**src/rtl/pipeline_hazard_ctrl_if.sv**
```systemverilog
// Signal bundle between the pipeline hazard controller and the CPU datapath.
// The datapath side is the master; the controller is the slave.
interface pipeline_hazard_ctrl_if #(
   parameter int CNT_W = 16
);
   logic             enable;
   logic             cnt_clr;
   logic [4:0]       if_id_rs;
   logic [4:0]       if_id_rt;
   logic             if_id_uses_rt;
   logic             id_ex_mem_read;
   logic [4:0]       id_ex_waddr;
   logic             mem_branch;
   logic             mem_zero;
   logic             mem_jump;
   logic             pc_en;
   logic             if_id_en;
   logic             id_ex_en;
   logic             if_id_flush;
   logic             id_ex_flush;
   logic             ex_mem_flush;
   logic [1:0]       state;
   logic [CNT_W-1:0] stall_cnt;
   logic [CNT_W-1:0] redir_cnt;

   modport master (
      output enable, cnt_clr, if_id_rs, if_id_rt, if_id_uses_rt,
             id_ex_mem_read, id_ex_waddr, mem_branch, mem_zero, mem_jump,
      input  pc_en, if_id_en, id_ex_en, if_id_flush, id_ex_flush,
             ex_mem_flush, state, stall_cnt, redir_cnt
   );

   modport slave (
      input  enable, cnt_clr, if_id_rs, if_id_rt, if_id_uses_rt,
             id_ex_mem_read, id_ex_waddr, mem_branch, mem_zero, mem_jump,
      output pc_en, if_id_en, id_ex_en, if_id_flush, id_ex_flush,
             ex_mem_flush, state, stall_cnt, redir_cnt
   );
endinterface

```
**src/rtl/pipeline_hazard_ctrl.sv**
```systemverilog
// Five-stage pipeline sequencer: load-use stalls, taken-branch/jump squashes,
// and saturating stall/redirect performance counters.
module pipeline_hazard_ctrl #(
   parameter int STALL_CYC = 1,
   parameter int CNT_W     = 16
) (
   input  logic                 clk,
   input  logic                 arst,
   pipeline_hazard_ctrl_if.slave bus
);
   localparam int BUB_W = 3;

   typedef enum logic [1:0] {
      IDLE  = 2'd0,
      RUN   = 2'd1,
      STALL = 2'd2
   } state_e;

   state_e           state_q, state_d;
   logic [BUB_W-1:0] bub_q, bub_d;
   logic [CNT_W-1:0] stall_cnt_q, stall_cnt_d;
   logic [CNT_W-1:0] redir_cnt_q, redir_cnt_d;

   logic redirect;
   logic hazard;
   logic do_run;
   logic do_stall;
   logic do_redir;

   assign redirect = bus.mem_jump | (bus.mem_branch & bus.mem_zero);

   // A load into $zero never produces a value, so it cannot create a hazard.
   assign hazard = bus.id_ex_mem_read && (bus.id_ex_waddr != 5'd0) &&
                   ((bus.id_ex_waddr == bus.if_id_rs) ||
                    (bus.if_id_uses_rt && (bus.id_ex_waddr == bus.if_id_rt)));

   always_comb begin
      // NOTE: every signal gets a default before the case so no path leaves it unassigned (no latches).
      state_d  = state_q;
      bub_d    = bub_q;
      do_run   = 1'b0;
      do_stall = 1'b0;
      do_redir = 1'b0;
      unique case (state_q)
         IDLE: begin
            if (bus.enable) state_d = RUN;
         end
         RUN: begin
            if (!bus.enable) begin
               state_d = IDLE;
            end else if (redirect) begin
               do_redir = 1'b1;
            end else if (hazard) begin
               do_stall = 1'b1;
               if (STALL_CYC > 1) begin
                  state_d = STALL;
                  bub_d   = BUB_W'(STALL_CYC - 1);
               end
            end else begin
               do_run = 1'b1;
            end
         end
         STALL: begin
            if (!bus.enable) begin
               state_d = IDLE;
            end else if (redirect) begin
               // The squashed consumer no longer needs the remaining bubbles.
               do_redir = 1'b1;
               bub_d    = '0;
               state_d  = RUN;
            end else begin
               do_stall = 1'b1;
               bub_d    = bub_q - BUB_W'(1);
               if (bub_q == BUB_W'(1)) state_d = RUN;
            end
         end
         default: state_d = IDLE;
      endcase
   end

   always_comb begin
      stall_cnt_d = stall_cnt_q;
      redir_cnt_d = redir_cnt_q;
      if (bus.cnt_clr) begin
         stall_cnt_d = '0;
         redir_cnt_d = '0;
      end else begin
         if (do_stall && (stall_cnt_q != '1)) stall_cnt_d = stall_cnt_q + CNT_W'(1);
         if (do_redir && (redir_cnt_q != '1)) redir_cnt_d = redir_cnt_q + CNT_W'(1);
      end
   end

   always_ff @(posedge clk or posedge arst) begin
      if (arst) begin
         state_q     <= IDLE;
         bub_q       <= '0;
         stall_cnt_q <= '0;
         redir_cnt_q <= '0;
      end else begin
         // NOTE: non-blocking assignments so every flop samples pre-edge values.
         state_q     <= state_d;
         bub_q       <= bub_d;
         stall_cnt_q <= stall_cnt_d;
         redir_cnt_q <= redir_cnt_d;
      end
   end

   assign bus.pc_en        = do_run | do_redir;
   assign bus.if_id_en     = do_run | do_redir;
   assign bus.id_ex_en     = do_run | do_redir | do_stall;
   assign bus.if_id_flush  = do_redir;
   assign bus.id_ex_flush  = do_redir | do_stall;
   assign bus.ex_mem_flush = do_redir;
   assign bus.state        = state_q;
   assign bus.stall_cnt    = stall_cnt_q;
   assign bus.redir_cnt    = redir_cnt_q;
endmodule

```
**src/flat_wrapper.sv**
```systemverilog
// flat-port wrapper written by rule: the top's interface ports become plain ports
module pipeline_hazard_ctrl_flat 
#(
   parameter int STALL_CYC = 1,
   parameter int CNT_W     = 16
)
  (clk, arst, bus_enable, bus_cnt_clr, bus_if_id_rs, bus_if_id_rt, bus_if_id_uses_rt, bus_id_ex_mem_read, bus_id_ex_waddr, bus_mem_branch, bus_mem_zero, bus_mem_jump, bus_pc_en, bus_if_id_en, bus_id_ex_en, bus_if_id_flush, bus_id_ex_flush, bus_ex_mem_flush, bus_state, bus_stall_cnt, bus_redir_cnt);
  pipeline_hazard_ctrl_if #(.CNT_W(CNT_W)) bus_i ();
  input  logic clk;
  input  logic arst;
  input wire logic [$bits(bus_i.enable)-1:0] bus_enable;
  input wire logic [$bits(bus_i.cnt_clr)-1:0] bus_cnt_clr;
  input wire logic [$bits(bus_i.if_id_rs)-1:0] bus_if_id_rs;
  input wire logic [$bits(bus_i.if_id_rt)-1:0] bus_if_id_rt;
  input wire logic [$bits(bus_i.if_id_uses_rt)-1:0] bus_if_id_uses_rt;
  input wire logic [$bits(bus_i.id_ex_mem_read)-1:0] bus_id_ex_mem_read;
  input wire logic [$bits(bus_i.id_ex_waddr)-1:0] bus_id_ex_waddr;
  input wire logic [$bits(bus_i.mem_branch)-1:0] bus_mem_branch;
  input wire logic [$bits(bus_i.mem_zero)-1:0] bus_mem_zero;
  input wire logic [$bits(bus_i.mem_jump)-1:0] bus_mem_jump;
  output wire logic [$bits(bus_i.pc_en)-1:0] bus_pc_en;
  output wire logic [$bits(bus_i.if_id_en)-1:0] bus_if_id_en;
  output wire logic [$bits(bus_i.id_ex_en)-1:0] bus_id_ex_en;
  output wire logic [$bits(bus_i.if_id_flush)-1:0] bus_if_id_flush;
  output wire logic [$bits(bus_i.id_ex_flush)-1:0] bus_id_ex_flush;
  output wire logic [$bits(bus_i.ex_mem_flush)-1:0] bus_ex_mem_flush;
  output wire logic [$bits(bus_i.state)-1:0] bus_state;
  output wire logic [$bits(bus_i.stall_cnt)-1:0] bus_stall_cnt;
  output wire logic [$bits(bus_i.redir_cnt)-1:0] bus_redir_cnt;
  assign bus_i.enable = bus_enable;
  assign bus_i.cnt_clr = bus_cnt_clr;
  assign bus_i.if_id_rs = bus_if_id_rs;
  assign bus_i.if_id_rt = bus_if_id_rt;
  assign bus_i.if_id_uses_rt = bus_if_id_uses_rt;
  assign bus_i.id_ex_mem_read = bus_id_ex_mem_read;
  assign bus_i.id_ex_waddr = bus_id_ex_waddr;
  assign bus_i.mem_branch = bus_mem_branch;
  assign bus_i.mem_zero = bus_mem_zero;
  assign bus_i.mem_jump = bus_mem_jump;
  assign bus_pc_en = bus_i.pc_en;
  assign bus_if_id_en = bus_i.if_id_en;
  assign bus_id_ex_en = bus_i.id_ex_en;
  assign bus_if_id_flush = bus_i.if_id_flush;
  assign bus_id_ex_flush = bus_i.id_ex_flush;
  assign bus_ex_mem_flush = bus_i.ex_mem_flush;
  assign bus_state = bus_i.state;
  assign bus_stall_cnt = bus_i.stall_cnt;
  assign bus_redir_cnt = bus_i.redir_cnt;
  pipeline_hazard_ctrl #(.STALL_CYC(STALL_CYC), .CNT_W(CNT_W)) u_core (.clk(clk), .arst(arst), .bus(bus_i));
endmodule
```
**config.mk**
```make
export PLATFORM = sky130hd
export DESIGN_NAME = pipeline_hazard_ctrl_flat
export DESIGN_NICKNAME = d
export VERILOG_FILES = /design/src/rtl/pipeline_hazard_ctrl_if.sv /design/src/rtl/pipeline_hazard_ctrl.sv /design/src/flat_wrapper.sv
export SDC_FILE = /design/constraint.sdc
export NUM_CORES = 1
export LEC_CHECK = 0
export BUFFER_PORTS_ARGS = -buffer_cell sky130_fd_sc_hd__buf_4
export CAP_MARGIN = 40
export CORE_AREA = 10 10 83 85
export CTS_BUF_LIST = sky130_fd_sc_hd__clkbuf_4 sky130_fd_sc_hd__clkbuf_8
export DETAILED_ROUTE_END_ITERATION = 10
export DIE_AREA = 0 0 93 95
export HOLD_SLACK_MARGIN = 0.03
export PLACE_DENSITY = 0.73
export SYNTH_ARGS = -nofsm -noshare
export SYNTH_HDL_FRONTEND = slang
export SYNTH_SLANG_ARGS = --single-unit
```
**constraint.sdc**
```tcl
create_clock -name clk -period 4.1 [get_ports clk]
set_input_delay 0.41 -clock clk [delete_from_list [all_inputs] [get_ports clk]]
set_output_delay 0.41 -clock clk [all_outputs]
set_load 0.02 [all_outputs]
```
==> flow_metrics.tcl, run 1 <==
set metrics [dict create \
    clock_latency_ns 0.29 \
    tightest_slew_ns 0.810 \
    finClkSkew_ns 0.00592 \
    synth_flop_cell "dfrtp_1" \
    final_nets 300 \
    setup_tns_ns 0 \
    synthCells 214 \
    fin_crit_ns 2.22 \
    wl_per_cell_um 15.5 \
    root_buffer "clkbuf_8" \
    cts_tree "yes" \
    r2r_start "u_core.bus.redir_cnt[0]$_DFFE_PP0P_" \
    clkTransAtPathRegs_ns 0.07 \
    yosys.cell_count.top_type "dfrtp_1" \
    drv_slew 0 \
    period_share_pct 54.2 \
    critPathArrivalTime_ns 2.39 \
    ys_top_cells_by_area "dfrtp_1 (40%), xor2_1 (7.7%), or4_1 (4.0%), o31ai_1 (3.7%), nor2_1 (3.5%)" \
    power_uw 783 \
    rrSetupSlack_ns 1.88 \
    drt_iter0_drc 55 \
    max_freq_ghz 0.450 \
    cp.required_ns 4.26 \
    highest_layer "met4" \
    hold-worst-slack_ns 0.205 \
    num-fill-cells 526 \
    gp_congestion 0.811 \
    dpl.hpwl_um 4030 \
    diodes 0 \
    met1_length_um 2240 \
    reg2reg_to "u_core.bus.redir_cnt[8]$_DFFE_PP0P_" \
    globalRouteTotalUtil_pct 12.2 \
    report.final.setup_viol 0 \
    port_buffers 62 \
    ant_nets 0 \
    syn_area_per_cell_sq_um 9.56 \
    synth.yosys.seq_area_share_pct 40.4 \
    chipWidth_um 93 \
    yosys.area.top_type "dfrtp_1" \
    wl_met3_um 310 \
    synth-seq-cells 33 \
    rsz0062_at_grt "no" \
    start_kind "flip-flop" \
    synth_edf_count 0 \
    synth_top_area_share_pct 40.4 \
    drc 0 \
    status "complete, no violations" \
    critical_path_class "reg -> reg" \
    min_path_type "in -> async" \
    finalHoldViolCount 0 \
    synth_fp_nets 241 \
    ioPinCount 64 \
    via_count 1873 \
    slew-limit-headroom_pct 45.2 \
    ys_types 52 \
    max_cap_violations 0 \
    core_sq_um 5340 \
    cts.htree.levels 2 \
    post_cts_buffers 0 \
    area_delta_synth_final_pct 29.2 \
    reg2regPathDepth 6 \
    synth_area_sq_um 2050 \
    die-area_sq_um 8840 \
    grt_max_degree 36 \
    grt_pass1_vias 1913 \
    via_per_inst 5.41 \
    postSynth.asyncResetShare_pct 100 \
    start_util_pct 38.3 \
    wl_met2_um 2730 \
    hold_buffers 0 \
    first_pass_iters 4 \
    vdd_ir_drop_max_mv 0.137 \
    ys_top_cells_by_count "dfrtp_1 (33), nor2_1 (19), xor2_1 (18)" \
    p_per_area_nw_per_um2 296 \
    cp-end-kind "flip-flop" \
    antenna_found_initial 0 \
    num_rows 27 \
    ys_warn_count 0 \
    cts_resized 0 \
    chipHeight_um 95 \
    clockBufferDepth 2 \
    overflow 0 \
    grt_first_pass_wirelength_um 8880 \
    critPathMaxFanout 6 \
    cts_num_sinks 33 \
    final_layout_size_suffix_gt1_share_pct 30.3 \
    wirelength_um 5360 \
    cts_buffers 5 \
    power_leakage_nw 1.13 \
]
-- metrics by stage --
stage | worst slack, ns | std cells | instance area [sq um] | util, %
2_1_floorplan | 1.84 | 214 | 2050 | -
3_3_place_gp | 1.87 | 338 | 2540 | 47.6
3_5_place_dp | 1.82 | 338 | 2540 | 47.6
4_1_cts | 1.89 | 346 | 2640 | 49.5
5_1_grt | 1.75 | 346 | 2640 | 49.5
6_report | 1.88 | 346 | 2640 | 49.5
-- cell usage in the layout, fill, tap and decap left out, drive strengths merged, types with 2 or more instances in the layout --
cell type  instances
inv                3
a21oi             15
nor4               4
nand2b             3
nand2             13
and4               6
mux2               2
dfrtp             33
ha                 3
nor3               5
nor2b              2
nor4b              2
or4               12
nor2              19
a311oi             2
o21ba              2
buf               64
nand3             10
o31ai             10
nand4              6
or3                3
o211ai             2
clkbuf             7
xor2              18
and3               4
a211oi             2
xnor2              3
o2111ai            2
mux2i              2
-- worst max-delay path, stage by stage (launching register included) --
cell     delay (ns)
dfrtp_1        0.45
ha_1           0.24
and3_1         0.27
nor4b_1        0.69
nand4_1        0.21
xor2_1         0.18
nor2_1         0.05
-- flip-flops by register name (all words and copies together), names as in the netlist --
| register | flops |
|---|---|
| u_core.bus.stall_cnt | 16 |
| u_core.bus.redir_cnt | 16 |
| u_core.bus.state | 1 |
-- logic make-up after synthesis --
kind of cell	synth area share, %
AND/OR/NAND/NOR	26.7
AO/OA/AOI/OAI	15.7
flip-flops	40.4
XOR/XNOR	8.99
buffers and inverters	4.16
multiplexers	2.08
adder cells (fa/ha/maj)	1.84
other	0.183
-- power breakdown --
group	leakage, nW	internal (mW)	switching [mW]
logic	0.618	0.0690	0.0952
registers	0.458	0.334	0.0127
clock network	0.0542	0.152	0.121
-- metal layers --
metal,vias to the layer above,track usage [%]
met4,0,4.63
met2,38,21.1
met3,10,4.20
met1,896,13.5
met5,-,0
li1,929,-
-- how the worst max path moves through the flow --
stage | from | endpoint | slack [ns] | cells after the start
5_1_grt | u_core.bus.stall_cnt[0]$_DFFE_PP0P_ | u_core.bus.stall_cnt[7]$_DFFE_PP0P_ | 1.75 | 6
6_report | u_core.bus.redir_cnt[0]$_DFFE_PP0P_ | u_core.bus.redir_cnt[8]$_DFFE_PP0P_ | 1.88 | 6
3_5_place_dp | bus_mem_branch | u_core.bus.stall_cnt[13]$_DFFE_PP0P_ | 1.82 | 6
3_3_place_gp | bus_mem_branch | u_core.bus.stall_cnt[13]$_DFFE_PP0P_ | 1.87 | 6
2_1_floorplan | bus_if_id_rt[3] | bus_pc_en | 1.84 | 7
4_1_cts | u_core.bus.stall_cnt[0]$_DFFE_PP0P_ | u_core.bus.stall_cnt[13]$_DFFE_PP0P_ | 1.89 | 6
-- cell type report --
| class | count | area, sq um | share of cell area (%) |
|---|---|---|---|
| sequential | 33 | 826 | 31.2 |
| timing repair buffer | 64 | 480 | 18.2 |
| clock buffer | 7 | 96.3 | 3.64 |
| tap | 72 | 90.1 | 3.41 |
| multi-input combinational | 166 | 1130 | 42.9 |
| clock inverter | 1 | 5.00 | 0.189 |
| inverter | 3 | 11.3 | 0.426 |
Note: power is estimated with default switching activity, not from simulation.
==> run 2: changes to the inputs <==
==> constraint.sdc (replaced) <==
create_clock -name clk -period 2.1 [get_ports clk]
set_input_delay 0.21 -clock clk [delete_from_list [all_inputs] [get_ports clk]]
set_output_delay 0.21 -clock clk [all_outputs]
set_load 0.02 [all_outputs]
==> run 2 against run 1 <==
Clock-buffer cell count stayed put. Worst setup slack worse by 1.8 ns. Largest power group unchanged. Clock power is 140% higher. Critical path type unchanged. Sequential share of layout area is 2.1 points lower. Wire length is 9.8% higher. Combinational power is 130% higher. Hold slack better by 0.034 ns.
==> flow_metrics.tcl, run 2 (synthesis gave the netlist of run 1 again) <==
set metrics [dict create \
    cts_buffers 5 \
    period_share_pct 97.0 \
    finalHoldViolCount 0 \
    p_seq_share_pct 39.4 \
    max_cap_violations 0 \
    start_kind "flip-flop" \
    critical_path_class "reg -> reg" \
    start_util_pct 38.3 \
    dpl.hpwl_um 4220 \
    rrSetupSlack_ns 0.06 \
    drt_iter0_drc 112 \
    clkTransAtPathRegs_ns 0.07 \
    chipHeight_um 95 \
    pwr-share-clk_pct 38.4 \
    reg2reg_to "u_core.bus.stall_cnt[13]$_DFFE_PP0P_" \
    critPathMaxFanout 6 \
    max_freq_ghz 0.491 \
    cp.required_ns 2.28 \
    area_delta_synth_final_pct 39.5 \
    clockBufferDepth 2 \
    fin_crit_ns 2.04 \
    startpoint "u_core.bus.stall_cnt[8]$_DFFE_PP0P_" \
    root_buffer "clkbuf_8" \
    power.internal_mw 1.22 \
    die-area_sq_um 8840 \
    ioPinCount 64 \
    p_per_area_nw_per_um2 593 \
    power_mw 1.69 \
    first_pass_iters 4 \
    combinationalPowerShare_pct 22.2 \
    hold-worst-slack_ns 0.239 \
    endpoint "u_core.bus.stall_cnt[13]$_DFFE_PP0P_" \
    drv_slew 0 \
    final_cell_mix "buf_4 (84), dfrtp_1 (28), nor2_1 (19)" \
    r2r_start "u_core.bus.stall_cnt[8]$_DFFE_PP0P_" \
    chipWidth_um 93 \
    p_sw_share_pct 28.1 \
    critPathArrivalTime_ns 2.22 \
    grt_first_pass_wirelength_um 9360 \
    report.final.setup_viol 0 \
    ant_nets 0 \
    overflow 0 \
    grt_pass1_vias 2004 \
    wl_per_cell_um 15.9 \
    diodes 0 \
    clock_latency_ns 0.29 \
    final_layout_size_suffix_gt1_share_pct 37.0 \
    globalRouteTotalUtil_pct 12.8 \
    port_buffers 62 \
    hold_depth 3 \
    cts_tree "yes" \
    gp_congestion 0.825 \
    core_sq_um 5340 \
    cp-end-kind "flip-flop" \
    num-fill-cells 508 \
    reg2regPathDepth 5 \
    rsz0062_at_grt "yes" \
    via_per_inst 5.41 \
    power_leakage_nw 1.24 \
    grt_max_degree 36 \
    wirelength_um 5880 \
    vdd_ir_drop_max_mv 0.376 \
    final_nets 323 \
    status "complete, no violations" \
    p_sw_uw 475 \
    post_cts_buffers 0 \
    cts_num_sinks 33 \
    min_path_type "in -> reg" \
    finClkSkew_ns 0.00761 \
    antenna_found_initial 0 \
    num_rows 27 \
    final_common_cell "buf_4" \
    via_count 1997 \
    drc 0 \
    cts.htree.levels 2 \
]
## run 2: how the worst min path moves through the flow
stage	startpoint	endpoint	slack, ns
final	bus_enable	u_core.bus.state[0]$_DFFE_PP0P_	0.24
after global routing	bus_enable	u_core.bus.state[0]$_DFFE_PP0P_	0.23
after CTS	bus_enable	u_core.bus.state[0]$_DFFE_PP0P_	0.23
after detailed placement	arst	u_core.bus.redir_cnt[8]$_DFFE_PP0P_	0.34
after global placement	arst	u_core.bus.redir_cnt[8]$_DFFE_PP0P_	0.34
after floorplan	arst	u_core.bus.redir_cnt[0]$_DFFE_PP0P_	0.34
## run 2: repair_timing
action,in CTS,in global routing
resized for setup,0,2
setup endpoints to repair,0,12
endpoints found under the hold margin,27,0
hold buffers,1,0
## run 2: worst max-delay path: stages, from the launching register on
cell     delay [ns]
dfrtp_2        0.42
and4_1         0.23
and4_4         0.21
a311o_2        0.45
nor4b_2        0.27
mux2_2         0.35
## run 2: cell type report
type,count,area (sq um),area share [%]
Multi-Input combinational cell,168,1160,40.6
Sequential cell,33,832,29.2
Timing Repair Buffer,85,641,22.4
Clock buffer,7,90.1,3.16
Tap cell,72,90.1,3.16
Clock inverter,1,30.0,1.05
Inverter,3,11.3,0.395
## run 2: power groups by stage
stage / logic (mW) / clock network, mW / registers (mW)
floorplan: 0.185 / 0 / 0.705
global placement: 0.367 / 0 / 0.680
detailed placement: 0.368 / 0 / 0.680
CTS: 0.372 / 0.660 / 0.668
global route: 0.406 / 0.686 / 0.671
finish: 0.376 / 0.649 / 0.668
## run 2: per-layer routing
metal	wire length, um	track usage (%)
met1	2430	14.9
met3	383	5.15
met2	3040	21.6
met4	31	3.08
met5	0	0
## run 2: stage by stage
step / TNS [ns] / worst slack [ns] / std cells / utilization (%) / area (sq um)
after floorplan: 0 / 0.00162 / 214 / - / 2050
after global placement: 0 / 0.0447 / 358 / 50.6 / 2700
after detailed placement: 0 / 0.0188 / 358 / 50.6 / 2700
after CTS: 0 / 0.0112 / 367 / 53.0 / 2830
after global routing: -0.0436 / -0.0205 / 369 / 53.5 / 2850
final: 0 / 0.0624 / 369 / 53.5 / 2850
